File: src/rtl/fetch_unit.sv
// fetch_unit: instruction fetch front end with a DEPTH-entry in-order queue.
// Requests are issued at the current pc and allocated in the queue when they
// are granted. Responses fill the entries in request order, and decode drains
// the queue from its head. A flush empties the queue and drops the responses
// that are still in flight.
// Optional build macro FETCH_BYPASS_EN: a response aimed at the empty queue
// head is passed straight through to decode in the same cycle.
module fetch_unit #(
    parameter int ADDR_W = 16,
    parameter int INST_W = 32,
    parameter int DEPTH  = 4
) (
    input  logic              clk,
    input  logic              rst,
    input  logic [ADDR_W-1:0] pc,
    input  logic              flush,
    output logic              consumed_inst,
    output logic              imem_req,
    output logic [ADDR_W-1:0] imem_addr,
    input  logic              imem_gnt,
    input  logic              imem_rvalid,
    input  logic [INST_W-1:0] imem_rdata,
    output logic              dec_valid,
    output logic [INST_W-1:0] dec_inst,
    output logic [ADDR_W-1:0] dec_pc,
    input  logic              dec_ready
);

    localparam int PTR_W = $clog2(DEPTH);
    localparam int CNT_W = PTR_W + 1;

    typedef enum logic {RUN, DRAIN} state_t;

    state_t            state, state_next;
    logic [ADDR_W-1:0] pc_q   [DEPTH];
    logic [INST_W-1:0] inst_q [DEPTH];
    logic [DEPTH-1:0]  filled;
    logic [PTR_W-1:0]  head, fill_ptr, tail;
    logic [CNT_W-1:0]  count, pend, drop_cnt, drop_next, outstanding;
    logic              alloc, fill, retire, bypass, head_filled;

    assign imem_addr   = pc;
    assign head_filled = filled[head];
    assign alloc       = consumed_inst;
    assign retire      = dec_valid && dec_ready;

    // Response bookkeeping: a response fills the queue unless it is being dropped.
    always_comb begin
        // NOTE: every combinational output gets a default first so that no path infers a latch.
        fill        = imem_rvalid && !flush && (drop_cnt == '0) && (pend != '0);
        outstanding = drop_cnt + pend;
        drop_next   = drop_cnt;
        if (flush)
            drop_next = outstanding - CNT_W'(imem_rvalid && (outstanding != '0));
        else if (imem_rvalid && (drop_cnt != '0))
            drop_next = drop_cnt - CNT_W'(1);
`ifdef FETCH_BYPASS_EN
        bypass = fill && (fill_ptr == head);
`else
        bypass = 1'b0;
`endif
    end

    // FSM state register.
    always_ff @(posedge clk or negedge rst) begin
        if (!rst) state <= RUN;
        else      state <= state_next;
    end

    // FSM next state: wait in DRAIN until the stale responses have been dropped.
    always_comb begin
        state_next = state;
        case (state)
            RUN:     if (flush && (drop_next != '0)) state_next = DRAIN;
            DRAIN:   if (drop_next == '0)            state_next = RUN;
            default: state_next = RUN;
        endcase
    end

    // FSM outputs: request while running with a free slot, and never during reset.
    always_comb begin
        imem_req      = rst && (state == RUN) && !flush && (count < CNT_W'(DEPTH));
        consumed_inst = imem_req && imem_gnt;
    end

    // Decode side: the head entry, or a bypassed response, with outputs zeroed when not valid.
    always_comb begin
        dec_valid = 1'b0;
        dec_inst  = '0;
        dec_pc    = '0;
        if (!flush && head_filled) begin
            dec_valid = 1'b1;
            dec_inst  = inst_q[head];
            dec_pc    = pc_q[head];
        end
`ifdef FETCH_BYPASS_EN
        else if (!flush && bypass) begin
            dec_valid = 1'b1;
            dec_inst  = imem_rdata;
            dec_pc    = pc_q[head];
        end
`endif
    end

    // Queue control: pointers, occupancy counters, fill flags and the drop counter.
    always_ff @(posedge clk or negedge rst) begin
        if (!rst) begin
            head     <= '0;
            fill_ptr <= '0;
            tail     <= '0;
            count    <= '0;
            pend     <= '0;
            drop_cnt <= '0;
            filled   <= '0;
        end else if (flush) begin
            head     <= '0;
            fill_ptr <= '0;
            tail     <= '0;
            count    <= '0;
            pend     <= '0;
            drop_cnt <= drop_next;
            filled   <= '0;
        end else begin
            // NOTE: sequential state uses non-blocking assignments; the later clear of a retiring
            // head wins over a bypass fill of the same slot, so that slot never stays marked filled.
            drop_cnt <= drop_next;
            if (alloc) begin
                tail         <= tail + PTR_W'(1);
                filled[tail] <= 1'b0;
            end
            if (fill) begin
                fill_ptr         <= fill_ptr + PTR_W'(1);
                filled[fill_ptr] <= 1'b1;
            end
            if (retire) begin
                head         <= head + PTR_W'(1);
                filled[head] <= 1'b0;
            end
            count <= count + CNT_W'(alloc) - CNT_W'(retire);
            pend  <= pend + CNT_W'(alloc) - CNT_W'(fill);
        end
    end

    // Queue payload storage.
    always_ff @(posedge clk) begin
        // NOTE: the payload is left without a reset on purpose; the filled flags gate every read of it.
        if (alloc) pc_q[tail]       <= pc;
        if (fill)  inst_q[fill_ptr] <= imem_rdata;
    end

endmodule

File: config.mk
export PLATFORM = sky130hd
export DESIGN_NAME = fetch_unit
export DESIGN_NICKNAME = d
export VERILOG_FILES = /design/src/rtl/fetch_unit.sv
export SDC_FILE = /design/constraint.sdc
export NUM_CORES = 1
export LEC_CHECK = 0
export CORE_MARGIN = 2
export CORE_UTILIZATION = 40
export CTS_CLUSTER_SIZE = 40
export DETAILED_ROUTE_END_ITERATION = 7
export GPL_TIMING_DRIVEN = 0
export PLACE_DENSITY = 0.62
export SLEW_MARGIN = 20
export SYNTH_ARGS = -nofsm -noshare
export SYNTH_HDL_FRONTEND = slang
export SYNTH_SLANG_ARGS = --single-unit
File: constraint.sdc
create_clock -name clk -period 8.3 [get_ports clk]
set_clock_uncertainty 0.2 [all_clocks]
set_input_delay 1.245 -clock clk [delete_from_list [all_inputs] [get_ports clk]]
set_output_delay 1.245 -clock clk [all_outputs]
set_load 0.05 [all_outputs]
==> results.md <==
Run status:
- The flow ran to the end, and the final reports show no timing, DRC or antenna violations.

Logic synthesis:
- A synthesized cell averages 19.0 um2.
- The distinct cell type count of the synthesized netlist is 34.
- The combinational family with the most area after synthesis is multiplexers.
- The share of the Yosys chip area taken by registers is 71.3%.
- The cell area that synthesis handed to floorplanning was 8780 um2.
- The post-synthesis sequential element count is 212.
- During synthesis, Yosys emitted a total of 0 warnings.
- Synthesis handed over a netlist of 462 instances.
- The area share of fa/ha/maj cells after synthesis is 3.68%.
- The synthesized netlist devotes roughly 1.9% of its cell area to compound gates.
- Of the post-synthesis cell area, the part taken by muxes is 12.7%.
- Of the total synthesized cell area, the portion taken by XOR and XNOR cells is roughly 1.3%.
- The post-synthesis share of cell area spent on and, or, nand and nor gates is 5.41%.
- When the netlist entered floorplanning its net count stood at 540.

Min path:
- The cell depth of the worst min-delay path is 1.
- The end point of the most critical hold path is state$_DFF_PN0_.
- The classification of the worst-slack hold path is flop to flop.
- The worst hold path begins at state$_DFF_PN0_.

Setup path:
- The worst register-to-register path has a depth of 12.
- Traced cell by cell, the critical path runs through buf_2 -> inv_1 -> clkbuf_1 -> clkbuf_1 -> and3_1 -> clkdlybuf4s50_1.
- Of all nets on the critical path, the largest fanout is 10.
- STA classifies the critical path endpoint as a primary output.
- Data on the critical path is required at its endpoint by 6.86 ns.
- The worst setup path is of the primary input to primary output kind.
- The startpoint of the worst-slack reg-to-reg timing path is pend[0]$_DFF_PN0_.
- The most numerous cell type found on the critical path is sky130_fd_sc_hd__clkbuf_1.
- The critical path's largest stage delay is roughly 0.85 ns.
- The endpoint identified for the worst register-to-register timing path is state$_DFF_PN0_.
- For the worst setup path, the data arrival time is between 3 and 4 ns.
- The sum of buffers and inverters on the critical path is 5.
- The largest individual stage delay along the critical path comes from the cell sky130_fd_sc_hd__clkdlybuf4s50_1.
- The type of element launching the critical path is a primary input.
- The cell class contributing the biggest share of worst-path delay is buffers and inverters.
- The setup check on the worst reg-to-reg path leaves a slack of 5.26 ns.

Power:
- For this design the total switching power over the nets is about 500 uW.
- Of the total power, combinational logic draws under 10%.
- Internal power comes to 1.95 mW.
- The worst IR drop on VDD is 0.120 mV.
- The analysis attributes to cell leakage a power of around 4 nW.
- Per report_power, the clock group accounts for 44.0% of the total.
- The part of the power in registers is between 40 and 50%.
- Dividing total power by cell area gives a power density of about 220 nW/um2.
- The switching portion of total power is about a fifth.
- The power consumption is roughly 2.4 mW.

Timing:
- The final hold violation count was 0.
- The relative slew slack is 47.3%.
- The slew at the pin closest to its max-slew limit is 0.789 ns.
- Adding up every negative setup slack in the final design gives 0 ns.
- The highest achievable clock rate is 0.199 GHz.
- The setup violation total in the final timing report is 0.
- After layout, the worst path uses between 60% and 70% of the clock period.
- The final-report max-slew violation count is 0.
- The worst path in the final design needs a cycle of 5.03 ns, including I/O delays and setup.
- Setup repair after global routing left no endpoint under its margin.

Floorplan:
- The area of the core is 21,700 um2.
- The number of core rows is 54.
- From bottom edge to top edge, the die measures 152 um.
- The total I/O pin count is 121.
- The area of the die is 23,200 um2.
- The initial core utilization is 40.5%.
- The floorplan step set the die width to roughly 150 um.

Placement:
- Including well taps, the total number of placed cells is 865.
- Once detailed placement completed, the half-perimeter wirelength came to 11,700 um.
- The congestion estimate from routability-driven global placement came to 0.725.
- The instance area at placement is 10,400 um2.
- Buffers placed on the I/O ports in this run total 119.

Global route:
- Global routing used between 20% and 30% of the available met1 tracks.
- The largest net degree at the start of global routing is 26.
- The global-route met2 utilization is between 20% and 30%.
- The total global-route track usage is 15.6%.
- The global-route wire length before repair is 28,200 um.
- The highest-utilization routing layer at the global route stage is met2.
- The total global routing overflow is 0.
- The via count of the first global-routing pass is between 5k and 6k.
- The met3 capacity usage during global routing is 3.19%.
- The initial antenna violation count is 0.

Finish:
- Once layout is complete, the cells apart from fillers number 905.
- Counting the fill cells in the layout gives 1,737.
- The area growth from synthesis to layout is 27.7%.
- The finished cells cover approximately 11,000 um2.
- The end-of-flow core utilization is 51.7%.
- The number of nets in the final layout is 687.
- The antenna diode count is 0.
- The footprint of the flip-flops and latches is 6270 um2.
- The combined area of the multi-input logic cells is approximately 2200 um2.
- The share of layout cells above drive strength 1 is around 20%.

Clock tree:
- TritonCTS built the clock tree.
- The clock-pin slew of the registers on the worst-case setup and hold paths is about 0.060 ns.
- The count of hold-fix buffers inserted at cts is 0.
- For this design, the sink count on the clock tree is between 200 and 250.
- Clock latency on the worst-skew pair, taken at its later pin, is between 0.5 and 0.6 ns.
- In this run the number of H-tree levels came out at 1.
- The number of buffers added for setup after CTS is 0.
- The maximum clock insertion buffer count is 3.
- The number of buffers added by the clock tree synthesis step is 22.
- The post-cts gate resize count is 0.
- The cell chosen for the clock root is sky130_fd_sc_hd__clkbuf_16.

Drt:
- Dividing the detail-routed via count by the number of cells gives 5.11.
- The detailed router finished its first iteration with 275 violations.
- Dividing the detail-routed wire length by the instance count gives 19.6 um.
- For this run, design rule violations remaining after detail routing come to 0.
- The count of nets left with antenna violations after detail routing is 0.
- Across all layers, the routed design uses 4,624 vias.
- The routed design has 17,800 um of wire.
- The number of search-and-repair iterations in the first detailed-routing pass is 4.

Flow run:
- Max-cap violations in this run came to 0.
==> synthesized netlist by cell type, drive strengths merged <==
cell type / instances / share of area (%)
nand2b: 2 / 0.14
a22oi: 4 / 0.34
a211oi: 4 / 0.57
and2: 6 / 0.43
a32oi: 1 / 0.19
a211o: 2 / 0.20
o221ai: 1 / 0.10
o311ai: 1 / 0.10
xor2: 2 / 0.20
dfrtp: 20 / 5.7
nand3: 5 / 0.28
o32a: 1 / 0.11
a31oi: 1 / 0.071
inv: 23 / 0.98
a21oi: 3 / 0.17
buf: 27 / 2.1
nand2: 4 / 0.17
edfxtp: 192 / 66
nor4: 1 / 0.071
mux2i: 1 / 0.11
nor4b: 1 / 0.17
xnor2: 8 / 0.80
xnor3: 1 / 0.26
ha: 21 / 3.0
fa: 3 / 0.68
nor2b: 3 / 0.21
nor3: 1 / 0.057
clkbuf: 16 / 0.68
mux4: 49 / 13
nor2: 9 / 0.38
and3: 49 / 3.5
==> final cells by class <==
cell class	instances	share of cell area, %
Sequential cell	212	55.9
Tap cell	280	3.12
Clock inverter	12	1.99
Inverter	23	0.770
Multi-Input combinational cell	184	19.5
Clock buffer	28	5.20
Timing Repair Buffer	123	11.4
Buffer	43	2.19
==> power by group through the flow <==
stage / Combinational [mW] / Sequential, mW / Clock [mW]
after floorplan: 0.105 / 1.21 / 0
after global placement: 0.168 / 1.21 / 0
after detailed placement: 0.180 / 1.21 / 0
after CTS: 0.181 / 1.19 / 1.10
after global routing: 0.195 / 1.19 / 1.15
final: 0.178 / 1.19 / 1.08
==> state kept, by name (all words and copies together), names as in the netlist <==
name / count
filled: 4
pend: 3
pc_q: 64
state: 1
fill_ptr: 2
head: 2
inst_q: 128
count: 3
tail: 2
drop_cnt: 3
==> layer usage <==
layer  wire (um)  vias up  part of all wire, %
met5           0        -                    0
met4         329        0                  1.9
met3         931       22                  5.2
met2        9030      122                   51
met1        7480     2385                   42
li1            -     2095                    -
==> cells by family after synthesis <==
family,Yosys count
adder cells (fa/ha/maj),24
multiplexers,50
buffers and inverters,66
flip-flops,212
AND/OR/NAND/NOR,81
AO/OA/AOI/OAI,18
XOR/XNOR,11
==> through the flow <==
step / setup WS (ns) / hold slack, ns
final: 3.27 / 0.351
after floorplan: 3.61 / 0.298
after CTS: 2.46 / 0.350
after global placement: 2.53 / 0.340
after detailed placement: 2.47 / 0.335
after global routing: 3.10 / 0.387
==> cells in the final DEF, fill, tap and decap left out, types with 9 or more instances in the layout <==
cell type,synthesis,routed
sky130_fd_sc_hd__clkbuf_16,0,22
sky130_fd_sc_hd__clkdlybuf4s50_1,0,118
sky130_fd_sc_hd__nor2_1,9,9
sky130_fd_sc_hd__inv_1,23,23
sky130_fd_sc_hd__mux4_2,49,49
sky130_fd_sc_hd__ha_1,21,21
sky130_fd_sc_hd__dfrtp_1,20,20
sky130_fd_sc_hd__and3_1,49,49
sky130_fd_sc_hd__buf_4,18,18
sky130_fd_sc_hd__clkbuf_1,16,21
sky130_fd_sc_hd__edfxtp_1,192,192
==> worst register-to-register path, stage by stage (launching register included) <==
cell	delay (ns)
sky130_fd_sc_hd__dfrtp_1	0.37
sky130_fd_sc_hd__ha_1	0.16
sky130_fd_sc_hd__inv_1	0.05
sky130_fd_sc_hd__fa_1	0.42
sky130_fd_sc_hd__xnor2_1	0.16
sky130_fd_sc_hd__xnor2_1	0.13
sky130_fd_sc_hd__a31oi_1	0.18
sky130_fd_sc_hd__ha_1	0.19
sky130_fd_sc_hd__ha_1	0.16
sky130_fd_sc_hd__xnor3_1	0.25
sky130_fd_sc_hd__a32oi_2	0.18
sky130_fd_sc_hd__xnor2_1	0.11
sky130_fd_sc_hd__o32a_1	0.35
==> how the worst max path moves through the flow <==
stage	startpoint	to	slack, ns	cells past startpoint
floorplan	flush	consumed_inst	3.61	3
global placement	rst	consumed_inst	2.53	4
detailed placement	rst	consumed_inst	2.47	4
CTS	rst	consumed_inst	2.46	4
global route	flush	dec_inst[17]	3.10	6
finish	flush	dec_inst[27]	3.27	6
No activity file was read; power rests on OpenSTA's default activity.
==> patch 1 (config.mk and constraints unchanged) <==
Build with the macro `FETCH_BYPASS_EN` defined.
--- a/src/rtl/fetch_unit.sv
+++ b/src/rtl/fetch_unit.sv
@@ -7,2 +7,4 @@
 // head is passed straight through to decode in the same cycle.
+`define FETCH_BYPASS_EN
+
 module fetch_unit #(
Function: changed (a bounded check fails within 4 cycles, from zero or initial values and one cycle with rst low).
==> patch 1 against the original RTL <==
Total power fell by 4.0%; critical path depth rose by 2; area after synthesis rose by 2.0%; count of clock-buffer cells in the layout did not move; first-iteration DRC count fell by 6.2%; synthesized cell count rose by 0.87%; sequential share of layout area fell by 0.46 points; die area rose by 2.0%; final area rose by 0.83%; sequential cell count did not move; worst setup slack got worse by 0.37 ns; worst hold slack improved by 0.039 ns; wire length rose by 3.2%; critical path type unchanged; largest power group unchanged.
==> patch 1: results (changes against the original RTL) <==
max-slew violations = 0 (unchanged)
Clock Root Buffer = clkbuf_16
Mapped Nets = 543 (+0.56%)
Post-CTS Setup Bufs = 0 (unchanged)
htree depth = 1 (unchanged)
worst setup path startpoint = imem_rvalid
number of synthesized flops with an enable pin = 192 (unchanged)
Clock Path Buffers = 3 (unchanged)
initial drt markers = 258 (-6.2%)
Reg2Reg Depth = 11 (-1)
Seq/Total Area, Yosys = 0.699 (-0.0142)
synth warn = 0 (unchanged)
nets = 690 (+0.44%)
Synth Area per Inst = 19.2 um^2 (+1.2%)
global router's overall resource usage = 0.155 (about the same)
IO buf count = 119 (unchanged)
WP data arrival = 3.96 ns (+0.37 ns)
P_leak = 3.86 nW (-2.8%)
layout cell share with drive strength beyond 1 = 0.203 (+0.00575)
Max VDD drop = 0.000147 V (+23%)
flop2flop setup slack = 5.27 ns (about the same)
measured slew at the worst slew-check pin = 0.793 ns (+0.00346 ns)
Post-synth top cells = 192 x edfxtp_1, 48 x mux4_2, 32 x a22o_1
RR Startpoint = pend[1]$_DFF_PN0_
DP Cell Count = 869 (+0.46%)
DP HPWL = 12100 um (+2.9%)
first-pass GRT wire length = 28700 um (+1.8%)
initial antenna violation count = 1 (+1)
DR vias/cell = 5.23 (+2.4%)
M3 GR Usage = 0.0307 (-0.00113)
GR Util met1 = 0.211 (+0.00703)
final wirelength = 18300 um (+3.2%)
status = completed
placer congestion estimate = 0.713 (-1.7%)
FILL cells = 1789 (+3.0%)
vias in the first global route = 5102 (+1.5%)
First-pass DRT Iterations = 4 (unchanged)
DR WL/cell = 20.2 um (+2.7%)
worst-path maximum fanout = 10 (unchanged)
Unique masters post-synth = 39 (+15%)
largest net degree at the start of global routing = 22 (-15%)
setup slack after placement = 2.72 ns (+0.250 ns)
post-cts repair resize count = 0 (unchanged)
clk_lat worst skew = 0.49 ns (-0.02 ns)
class of the worst hold path = reg -> reg
top cells by area, synth = edfxtp_1 64%, mux4_2 12%, dfrtp_1 5.6%
async set or reset register ratio after synthesis = 0.0943 (unchanged)
met2 Use GR = 0.261 (-0.00503)
[patch 1: critical path, cell delays in order]
cell	delay, ns
clkdlybuf4s50_1	0.65
nand4bb_4	0.18
nor4_4	0.37
and2_1	0.18
buf_4	0.16
buf_6	0.16
a22o_1	0.16
clkdlybuf4s50_1	0.86
[patch 1: kinds of logic (layout without fill, tap and decap cells)]
kind of cell | count (synthesis) | in the layout | synth area share
and+or+nand+nor | 51 | 51 | 0.0373
muxes | 53 | 53 | 0.126
xor gates and xnor gates | 13 | 13 | 0.0142
buffers and inverters | 62 | 223 | 0.0377
adders and majority gates | 23 | 23 | 0.0346
other | 0 | 2 | 0
DFF | 212 | 212 | 0.699
AOI/OAI and AO/OA | 52 | 52 | 0.0505
[patch 1: area by class of cell]
class | count | area share
antenna | 2 | 0.000443
tap | 280 | 0.0310
buffer | 41 | 0.0229
clock buffer | 28 | 0.0526
multi-input combinational | 192 | 0.209
sequential | 212 | 0.554
timing repair buffer | 123 | 0.115
clock inverter | 10 | 0.00863
inverter | 21 | 0.00697
[patch 1: per-layer routing]
metal  share of wire  vias up
met5               0        -
met1            0.44     2443
met3           0.055       32
met4           0.019        0
met2            0.49      143
li1                -     2138
[patch 1: worst max path at each step]
stage / end / slack (ns)
3_5_place_dp: consumed_inst / 2.72
3_3_place_gp: consumed_inst / 2.76
5_1_grt: dec_inst[22] / 2.74
6_report: dec_inst[22] / 2.89
2_1_floorplan: dec_pc[10] / 3.99
4_1_cts: consumed_inst / 2.69
[patch 1: power by group]
| part | total, mW | switching (mW) | internal (mW) | leakage, nW |
|---|---|---|---|---|
| Clock | 0.945 | 0.380 | 0.566 | 0.344 |
| Sequential | 1.19 | 0.0116 | 1.18 | 2.00 |
| Combinational | 0.209 | 0.114 | 0.0955 | 1.52 |
| Total | 2.35 | 0.505 | 1.84 | 3.86 |
[patch 1: per-stage QoR]
step / instance area [um^2] / total power [mW] / hold WS (ns)
6_report: 11300 / 2.35 / 0.390
5_1_grt: 11300 / 2.43 / 0.401
4_1_cts: 11300 / 2.38 / 0.390
3_5_place_dp: 10600 / 1.43 / 0.368
3_3_place_gp: 10500 / 1.41 / 0.359
2_1_floorplan: 8960 / 1.34 / 0.319
==> patch 2 (same flow settings) <==
Without the edit above. Reset style: synchronous (`rst`), changed in 2 clocked blocks.
--- a/src/rtl/fetch_unit.sv
+++ b/src/rtl/fetch_unit.sv
@@ -64,3 +64,3 @@
     // FSM state register.
-    always_ff @(posedge clk or negedge rst) begin
+    always_ff @(posedge clk) begin
         if (!rst) state <= RUN;
@@ -105,3 +105,3 @@
     // Queue control: pointers, occupancy counters, fill flags and the drop counter.
-    always_ff @(posedge clk or negedge rst) begin
+    always_ff @(posedge clk) begin
         if (!rst) begin
Behaviour: differs if rst is asserted again (counterexample within 4 cycles, from zero or initial values and one cycle with rst low); with rst held inactive, the same outputs for 4 cycles.
==> patch 2 against the original RTL <==
Count of clock-buffer cells in the layout rose by 3; largest cell class unchanged; final area shrank 0.60%; via count down 2.6%; first-iteration DRC count down 2.9%; combinational power shrank 25%; total power fell by 6.4%; wire length down 4.0%; sequential cell count grew 2; clock power decreased by 10%; highest routed layer unchanged; area after synthesis fell by 0.21%; worst setup slack gained 0.13 ns; sequential share of layout area down 0.20 points.
==> patch 2: results (changes against the original RTL) <==
measured slew at the worst slew-check pin = 0.875 ns (+0.0856 ns)
IO buf count = 120 (+0.84%)
Unique masters post-synth = 38 (+12%)
nets = 692 (+0.73%)
first-pass GRT wire length = 26400 um (-6.4%)
placer congestion estimate = 0.746 (+2.8%)
Seq/Total Area, Yosys = 0.708 (-0.00533)
layout cell share with drive strength beyond 1 = 0.189 (-0.00791)
vias in the first global route = 4874 (-3.0%)
Cell Area, Placed = 0.0104 mm^2 (+0.13%)
Max stage delay on crit path = 0.82 ns (-0.03 ns)
final wirelength = 17100 um (-4.0%)
Synth Area per Inst = 18.8 um^2 (-1.1%)
Via Count = 4506 (-2.6%)
initial drt markers = 267 (-2.9%)
Post-synth top cells = 192 x edfxtp_1, 49 x mux4_2, 31 x nor2b_1
Mapped Nets = 544 (+0.74%)
clk_lat worst skew = 0.49 ns (-0.02 ns)
status = completed
largest net degree at the start of global routing = 19 (-27%)
P_leak = 3.73 nW (-6.0%)
DP HPWL = 11500 um (-1.9%)
async set or reset register ratio after synthesis = 0 (-0.0943)
global router's overall resource usage = 0.146 (-0.00928)
switching share of total power = 0.194 (-0.00982)
WP data arrival = 3.46 ns (-0.13 ns)
top cells by area, synth = edfxtp_1 66%, mux4_2 13%, dfxtp_1 5.0%
setup slack after placement = 3.34 ns (+0.868 ns)
DP Cell Count = 870 (+0.58%)
DR vias/cell = 4.95 (-3.1%)
==> patch 2: changes by cell type after synthesis, sizes merged, moves of 4 or more <==
cell | unedited run | this run
dfrtp | 20 | 0
and3 | 49 | 1
nor2b | 3 | 31
and2b | 0 | 18
dfxtp | 0 | 22
clkbuf | 16 | 5
buf | 27 | 31
==> patch 2: area by class of cell <==
class                   instances  area [um^2]
well taps                     280          350
plain buffers                  36          221
inverters                      26         97.6
clock inverters                 9          114
flip-flops and latches        214         6210
clock buffers                  31          606
multi-input cells             190         2240
repair buffers                124         1310
fillers                      1771        10500
==> patch 2: final timing paths <==
path	slack (ns)	endpoint	start	depth (start not counted)
min reg2reg	0.36	pend[2]$_SDFF_PP0_	pend[1]$_SDFF_PP0_	2
max	3.40	dec_pc[7]	flush	6
max reg2reg	5.33	count[2]$_SDFF_PP0_	head[0]$_SDFFE_PP0P_	10
min	0.36	pend[2]$_SDFF_PP0_	pend[1]$_SDFF_PP0_	2
==> patch 2: cell families (layout without fill, tap and decap cells) <==
family,count (synthesis),count (layout),share of synthesized area
DFF,214,214,0.708
buffers and inverters,62,226,0.0364
xor gates and xnor gates,11,11,0.0126
adders and majority gates,24,24,0.0368
and+or+nand+nor,86,86,0.0614
muxes,50,50,0.127
AOI/OAI and AO/OA,19,19,0.0176
==> patch 2: power groups by stage <==
stage                     Sequential [mW]  Clock (mW)  Combinational (mW)
after floorplan                      1.21           0              0.0725
after global placement               1.21           0               0.126
after detailed placement             1.21           0               0.133
after CTS                            1.19       0.993               0.134
after global routing                 1.19        1.04               0.145
final                                1.19       0.968               0.133
==> patch 2: metal layers <==
layer | vias to the layer above | routed length, um | GRT usage
li1 | 2062 | - | -
met1 | 2315 | 6790 | 0.174
met2 | 108 | 9210 | 0.274
met3 | 21 | 769 | 0.0277
met4 | 0 | 293 | 0.0347
met5 | - | 0 | 0
==> patch 2: worst min-delay path, delay by kind of cell (launching register included) <==
family | cells | cell delay [ns]
DFF | 1 | 0.33
and+or+nand+nor | 1 | 0.04
xor gates and xnor gates | 1 | 0.15
